## src/rtl/mem_arbiter.sv

```systemverilog
// Two-master (instruction fetch / data) arbiter onto a single-outstanding memory port.
// Alternates ownership under contention and aborts stuck transactions after TIMEOUT wait cycles.
module mem_arbiter #(
  parameter int unsigned TIMEOUT = 255
) (
  input  logic        clk,
  input  logic        rst,
  input  logic        if_req,
  input  logic [31:0] if_addr,
  output logic [31:0] if_rdata,
  output logic        if_ready,
  input  logic        d_read,
  input  logic        d_write,
  input  logic [31:0] d_addr,
  input  logic [31:0] d_wdata,
  input  logic [3:0]  d_wstrb,
  output logic [31:0] d_rdata,
  output logic        d_ready,
  output logic        mem_req,
  output logic        mem_we,
  output logic [31:0] mem_addr,
  output logic [31:0] mem_wdata,
  output logic [3:0]  mem_wstrb,
  input  logic [31:0] mem_rdata,
  input  logic        mem_ack,
  output logic        stall_if,
  output logic        stall_mem,
  output logic        err
);

  localparam int unsigned AW = 32;
  localparam int unsigned DW = 32;
  localparam int unsigned SW = 4;
  localparam int unsigned CW = 8;

  localparam logic OWN_IF = 1'b0;
  localparam logic OWN_D  = 1'b1;

  typedef enum logic [1:0] {
    IDLE    = 2'd0,
    IF_WAIT = 2'd1,
    D_WAIT  = 2'd2,
    RESP    = 2'd3
  } state_t;

  state_t          state, state_nxt;
  logic            owner, owner_nxt;
  logic            last_owner, last_owner_nxt;
  logic [CW-1:0]   cnt, cnt_nxt;
  logic            mem_req_nxt, mem_we_nxt;
  logic [AW-1:0]   mem_addr_nxt;
  logic [DW-1:0]   mem_wdata_nxt;
  logic [SW-1:0]   mem_wstrb_nxt;
  logic [DW-1:0]   if_rdata_nxt, d_rdata_nxt;
  logic            if_ready_nxt, d_ready_nxt;
  logic            err_nxt;

  logic            d_req;
  logic [CW-1:0]   cnt_inc;
  logic            limit_hit;

  assign d_req     = d_read | d_write;
  assign cnt_inc   = cnt + CW'(1);
  assign limit_hit = (cnt_inc == CW'(TIMEOUT));

  // Completion is visible to each pipeline stage only in RESP for its own transaction
  assign stall_if  = if_req & ~((state == RESP) & (owner == OWN_IF));
  assign stall_mem = d_req  & ~((state == RESP) & (owner == OWN_D));

  // Next-state and register-update logic
  always_comb begin
    state_nxt      = state;
    owner_nxt      = owner;
    last_owner_nxt = last_owner;
    cnt_nxt        = cnt;
    mem_we_nxt     = mem_we;
    mem_addr_nxt   = mem_addr;
    mem_wdata_nxt  = mem_wdata;
    mem_wstrb_nxt  = mem_wstrb;
    if_rdata_nxt   = if_rdata;
    d_rdata_nxt    = d_rdata;
    if_ready_nxt   = 1'b0;
    d_ready_nxt    = 1'b0;
    err_nxt        = err;
    mem_req_nxt    = 1'b0;

    unique case (state)
      IDLE: begin
        // Data side wins unless it just had the bus and fetch is waiting
        if (d_req && !(last_owner == OWN_D && if_req)) begin
          state_nxt      = D_WAIT;
          owner_nxt      = OWN_D;
          last_owner_nxt = OWN_D;
          cnt_nxt        = '0;
          mem_we_nxt     = d_write;
          mem_addr_nxt   = d_addr;
          mem_wdata_nxt  = d_wdata;
          mem_wstrb_nxt  = d_write ? d_wstrb : '0;
        end else if (if_req) begin
          state_nxt      = IF_WAIT;
          owner_nxt      = OWN_IF;
          last_owner_nxt = OWN_IF;
          cnt_nxt        = '0;
          mem_we_nxt     = 1'b0;
          mem_addr_nxt   = if_addr;
          mem_wdata_nxt  = '0;
          mem_wstrb_nxt  = '0;
        end
      end
      IF_WAIT, D_WAIT: begin
        if (mem_ack || limit_hit) begin
          state_nxt = RESP;
          if (owner == OWN_D) begin
            d_rdata_nxt = mem_ack ? mem_rdata : '0;
            d_ready_nxt = 1'b1;
          end else begin
            if_rdata_nxt = mem_ack ? mem_rdata : '0;
            if_ready_nxt = 1'b1;
          end
          if (!mem_ack) err_nxt = 1'b1;
        end else begin
          cnt_nxt = cnt_inc;
        end
      end
      RESP: state_nxt = IDLE;
      default: state_nxt = IDLE;
    endcase

    mem_req_nxt = (state_nxt == IF_WAIT) || (state_nxt == D_WAIT);
  end

  always_ff @(posedge clk or negedge rst) begin
    if (!rst) begin
      state      <= IDLE;
      owner      <= OWN_IF;
      last_owner <= OWN_IF;
      cnt        <= '0;
      mem_req    <= 1'b0;
      mem_we     <= 1'b0;
      mem_addr   <= '0;
      mem_wdata  <= '0;
      mem_wstrb  <= '0;
      if_rdata   <= '0;
      d_rdata    <= '0;
      if_ready   <= 1'b0;
      d_ready    <= 1'b0;
      err        <= 1'b0;
    end else begin
      state      <= state_nxt;
      owner      <= owner_nxt;
      last_owner <= last_owner_nxt;
      cnt        <= cnt_nxt;
      mem_req    <= mem_req_nxt;
      mem_we     <= mem_we_nxt;
      mem_addr   <= mem_addr_nxt;
      mem_wdata  <= mem_wdata_nxt;
      mem_wstrb  <= mem_wstrb_nxt;
      if_rdata   <= if_rdata_nxt;
      d_rdata    <= d_rdata_nxt;
      if_ready   <= if_ready_nxt;
      d_ready    <= d_ready_nxt;
      err        <= err_nxt;
    end
  end

endmodule

```

## config.mk

```make
export PLATFORM = sky130hd
export DESIGN_NAME = mem_arbiter
export DESIGN_NICKNAME = d
export VERILOG_FILES = /design/src/rtl/mem_arbiter.sv
export SDC_FILE = /design/constraint.sdc
export NUM_CORES = 1
export LEC_CHECK = 0
export CAP_MARGIN = 40
export CORE_MARGIN = 3
export CORE_UTILIZATION = 42
export DETAILED_ROUTE_END_ITERATION = 12
export HOLD_SLACK_MARGIN = 0.02
export PLACE_DENSITY = 0.81
export SLEW_MARGIN = 20
export SYNTH_ARGS = -nofsm -noshare
export SYNTH_HDL_FRONTEND = slang
export SYNTH_SLANG_ARGS = --single-unit
```

## constraint.sdc

```tcl
create_clock -name clk -period 2.6 [get_ports clk]
set_clock_uncertainty 0.15 [all_clocks]
set_input_delay 0.78 -clock clk [delete_from_list [all_inputs] [get_ports clk]]
set_output_delay 0.78 -clock clk [all_outputs]
set_load 0.02 [all_outputs]
```

### After elaboration in Yosys (flattened, before gate mapping)

Index checks and enable logic that the tools add are counted.

| cells by class | value |
|---|---|
| add/sub/neg operators | 1 |
| equality and inequality tests | 8 |
| muxes and demuxes | 25 |
| bitwise operators | 9 |
| reduce and logical (&&, ||, !) cells | 14 |

Operator list:

| cell | count |
|---|---|
| two-way mux 32 bit | 5 |
| two-way mux 8 bit | 3 |
| one-hot mux 8 bit (2 select lines) | 1 |
| two-way mux 4 bit | 3 |
| AND reduction 3 bit | 4 |
| two-way mux 1 bit | 9 |
| adder 8 x 1 -> 8 bit, second input constant | 1 |
| == test 8 bit, second input constant | 1 |
| == test 2 bit, second input constant | 3 |
| two-way mux 2 bit | 3 |
| one-hot mux 2 bit (3 select lines) | 1 |
| AND 1 bit | 4 |
| == test 2 x 1 -> 1 bit, second input constant | 2 |
| NOT 1 bit | 4 |
| nonzero test 2 bit | 2 |
| != test 3 bit, second input constant | 1 |
| logical AND 1 bit | 2 |
| logical NOT 2 bit | 1 |
| logical OR 1 bit | 2 |
| != test 2 bit, second input constant | 1 |
| AND reduction 2 bit | 1 |
| OR reduction 2 bit | 1 |
| logical NOT 1 bit | 1 |
| bitwise OR 1 bit | 1 |

| word-level totals | value |
|---|---|
| flip-flop bits (word level) | 148 |
| bits of input ports | 138 |
| output and inout bits | 139 |
| word-level logic and storage cells | 70 |

### Logic depth before layout (Yosys ltp)

| logic depth | value |
|---|---|
| depth after elaboration | 7 |
| depth in mapped cells | 8 |
| gate-level depth less buffers | 7 |

### Worst setup path before layout

No wires, ideal clock.

| path | value |
|---|---|
| path kind | input -> register |
| start point | input mem_ack |
| end point | register cnt[3] |
| library setup time | 0.083 ns |
| arrival | 1.997 ns |
| required time | 2.367 ns |
| slack | 0.370 ns |
| stages | 5 |
| cells stage by stage | buf_6 > a221o_1 > clkbuf_1 > or4b_1 > o21ai_0 |

| between the ends | value |
|---|---|
| longest elaborated chain between the ends | 3 |

Ends and longest elaborated chain:

| element | RTL line | source |
|---|---|---|
| from (decl) | 25 | `input logic mem_ack,` |
| logical OR 1 bit | 111 | `if (mem_ack \|\| limit_hit) begin` |
| != test 2 bit (no line) | n/a |  |
| AND reduction 3 bit (no line) | n/a |  |
| to (signal assigned) | 152 | `cnt <= cnt_nxt;` |
| to (decl) | 49 | `logic [CW-1:0] cnt, cnt_nxt;` |

Every way passes these cells.
A chain may end at the register's enable or synchronous reset.

### Worst setup path in the final report

| path | value |
|---|---|
| start point | input if_req |
| end point | output stall_if |

| between the ends | value |
|---|---|
| longest elaborated chain between the ends | 1 |

Ends and longest elaborated chain:

| element | RTL line | source |
|---|---|---|
| from (decl) | 8 | `input logic if_req,` |
| AND 1 bit | 67 | `assign stall_if = if_req & ~((state == RESP) & (owner == OWN_IF));` |
| to (decl) | 26 | `output logic stall_if,` |

Every way passes these cells.

==> impl_metrics.py <==
metrics = {
    "run_status": {
        "status": "complete, no violations",
    },
    "sta": {
        "setup_viol": 0,
        "maxSlewViolCount": 0,
        "relSlewSlack_pct": 66.10,
        "rsz0062_at_grt": "false",
        "max_freq_ghz": 0.3981,
        "worst_pin_slew_ps": 503.1,
        "fin_setup_tns_ps": 0,
        "setup_slack_ps": 88.36,
        "finalCriticalPeriod_ps": 2512,
        "period_share_pct": 96.60,
        "hold_viol": 0,
    },
    "drt": {
        "drt-wirelength-per-cell_um": 19.39,
        "viasPerCell": 5.567,
        "routed_wl_um": 18600,
        "drt-pass1-iter-count": 5,
        "drt-initial-drc-count": 357,
        "vias": 5339,
        "drc": 0,
        "ant_nets": 0,
    },
    "global_routing": {
        "grt.overflow.total": 0,
        "grt_pass1_vias": 5505,
        "use_met1_pct": 27.26,
        "gr-usage-met3_pct": 6.229,
        "grt_antenna_before_repair": 0,
        "grt_max_degree": 51,
        "grt_util_met2_pct": 39.85,
        "gr-max-usage-layer": "met2",
        "gr-usage-all-layers_pct": 23.03,
        "grt_pass1_wl_um": 29270,
    },
    "job": {
        "drv_cap": 0,
    },
    "power": {
        "powerDensity_mw_per_mm2": 1311,
        "cellLeakagePower_nw": 4.285,
        "vdd_drop_max_v": 0.0004921,
    },
    "synthesis": {
        "syn-cell-area_sq_mm": 0.006167,
        "avgSynthCellArea_sq_um": 12.82,
        "yosysWarnings": 0,
        "synth_edf_count": 0,
        "ys_ff_latch": 148,
        "async_reset_ff_share_pct": 100.0,
        "ys_seq_area_share_pct": 60.05,
        "yosysUniqueCellTypes": 48,
        "synthesis.nets": 623,
        "synthFlopType": "dfrtp_1",
        "syn_inst": 481,
    },
    "finish": {
        "area_growth_pct": 59.20,
        "fin_cells": 959,
        "fillers": 995,
        "diodes": 0,
        "fin_util_pct": 69.65,
        "drive_above_1_share_pct": 10.65,
        "fin_nets": 908,
        "stdcell_area_sq_mm": 0.009818,
    },
    "setup_path": {
        "path_cells": "dlygate4sd2_1, a21boi_4, clkdlybuf4s15_2",
        "path_buf_inv": 2,
        "endpoint": "stall_if",
        "worstSetupEndpointType": "primary output",
        "worst-path-stages": 3,
        "crit_path_start": "if_req",
        "r2r_start": "cnt[0]",
        "max_stage_delay_ps": 290,
        "crit_family": "buffers and inverters",
        "ff2ff_path_depth": 7,
        "r2r_end": "if_rdata[4]",
        "arrival_ps": 1580,
        "cp_max_fo": 2,
        "crit_path_top_delay_cell": "dlygate4sd2_1",
        "required_ps": 1670,
        "critPathLaunchType": "primary input",
        "rrSetupSlack_ps": 200,
        "crit_type": "primary input to primary output",
    },
    "clocking": {
        "clock_sink_count": 148,
        "cts-buffers-inserted": 17,
        "clk_latency_ps": 420,
        "cts_max_level": 4,
        "postCtsHoldBufs": 0,
        "path_clk_slew_ps": 60,
        "ctsLongestPathBuffers": 2,
        "cts_root_buffer": "clkbuf_16",
        "cts_tree": "done",
    },
    "floorplan": {
        "die_area_sq_mm": 0.01617,
        "start_util_pct": 43.75,
        "io_pins": 277,
        "die_y_um": 127.2,
        "rows": 43,
        "fp.coreArea_sq_mm": 0.01410,
        "die_x_um": 127.2,
    },
    "placed_design": {
        "post-place-ws_ps": -785.2,
        "dpl.hpwl_um": 14120,
        "gp_congestion": 0.8763,
        "placed_cell_area_sq_mm": 0.009219,
        "place_inst": 926,
        "io_buffers": 276,
    },
    "min_path": {
        "min_path_type": "primary input to asynchronous set/reset pin",
    },
}
routing by layer:
layer	vias to the layer above	share of wire (%)
li1	2412	-
met1	2599	37
met2	295	52
met3	33	8.6
met4	0	2.4
met5	-	0
layout by cell type, fill, tap and decap left out, drive strengths merged, types with 3 or more instances in the layout:
cell	synthesis	routed
a22o	34	34
a21oi	8	8
clkbuf	22	18
o21ai	43	43
or4b	3	3
buf	11	37
nand2	42	42
ha	4	4
clkinv	0	4
a32o	68	68
dfrtp	148	148
nor2	6	6
nor2b	4	4
nand3	6	6
clkdlybuf4s50	0	269
nand4	3	3
mux2i	32	32
inv	9	16
worst min path at each step:
stage	startpoint	endpoint	slack, ps	depth (start not counted)
5_1_grt	rst	d_rdata[2]	160	1
6_report	rst	if_rdata[6]	130	1
2_1_floorplan	rst	cnt[0]	330	0
3_5_place_dp	err	err	310	1
3_3_place_gp	err	err	310	1
4_1_cts	rst	cnt[7]	130	1
through the flow:
stage | total power [mW] | hold WS, ps
finish | 12.87 | 133.3
global route | 13.55 | 156.1
CTS | 12.95 | 132.3
detailed placement | 10.55 | 313.0
global placement | 10.34 | 308.6
floorplan | 7.406 | 334.4
flip-flops by register name, summed over array words and instances (netlist names), 2 cells and up:
register and flops:
if_rdata 32, state 2, mem_wstrb 4, cnt 8, mem_addr 32, d_rdata 32
mem_wdata 32
power by group:
part | leakage (nW) | switching, mW | internal (mW)
Clock | 0.276 | 1.01 | 1.35
Sequential | 1.87 | 0.621 | 3.34
Combinational | 2.14 | 3.39 | 3.17
Total | 4.29 | 5.01 | 7.85
worst reg2reg max path: cells and delay by family (launching register included):
family	cells	cell delay (ps)
buffers and inverters	1	180
AO/OA/AOI/OAI	3	810
flip-flops	1	410
AND/OR/NAND/NOR	2	500
adder cells (fa/ha/maj)	1	240
cells in the mapped netlist (2+ instances only):
cell / number / area, sq um
a32o_1: 68 / 680.7
nand2_1: 42 / 157.7
or4b_1: 3 / 30.03
inv_1: 9 / 33.78
o21ai_4: 2 / 32.53
o211ai_1: 2 / 15.01
clkbuf_2: 2 / 10.01
a21oi_1: 8 / 40.04
dlygate4sd3_1: 5 / 50.05
nand3_1: 6 / 30.03
o21ai_0: 41 / 205.2
dlygate4sd1_1: 6 / 52.55
nor2_1: 6 / 22.52
ha_1: 4 / 50.05
clkbuf_1: 20 / 75.07
nand4_1: 2 / 12.51
mux2i_1: 32 / 320.3
dfrtp_1: 148 / 3704
buf_2: 4 / 20.02
a22o_1: 34 / 297.8
nor2b_1: 4 / 25.02
buf_6: 7 / 78.83
cell type report:
type                    count  area (sq um)  area share (%)
flip-flops and latches    148          3704           37.72
repair buffers            310          3100           31.58
multi-input cells         280          2183           22.24
clock buffers              18         429.2           4.371
well taps                 180         225.2           2.294
clock inverters            14         142.6           1.453
inverters                   9         33.78          0.3441
timing repair:
action,in CTS,in global routing
hold endpoints to repair,0,0
pin swaps,0,1
cloned,0,0
gates resized for setup,9,2
setup buffers,0,1
endpoints found under the setup margin,2,65
cell families after synthesis:
logic type / Yosys count / share of synthesized area [%]
compound gates: 168 / 22.56
xor+xnor: 2 / 0.2841
flops: 148 / 60.05
buf+inv: 53 / 5.194
fa+ha+maj: 4 / 0.8116
mux: 32 / 5.194
simple gates: 74 / 5.904
(Power assumes the default switching activity.)
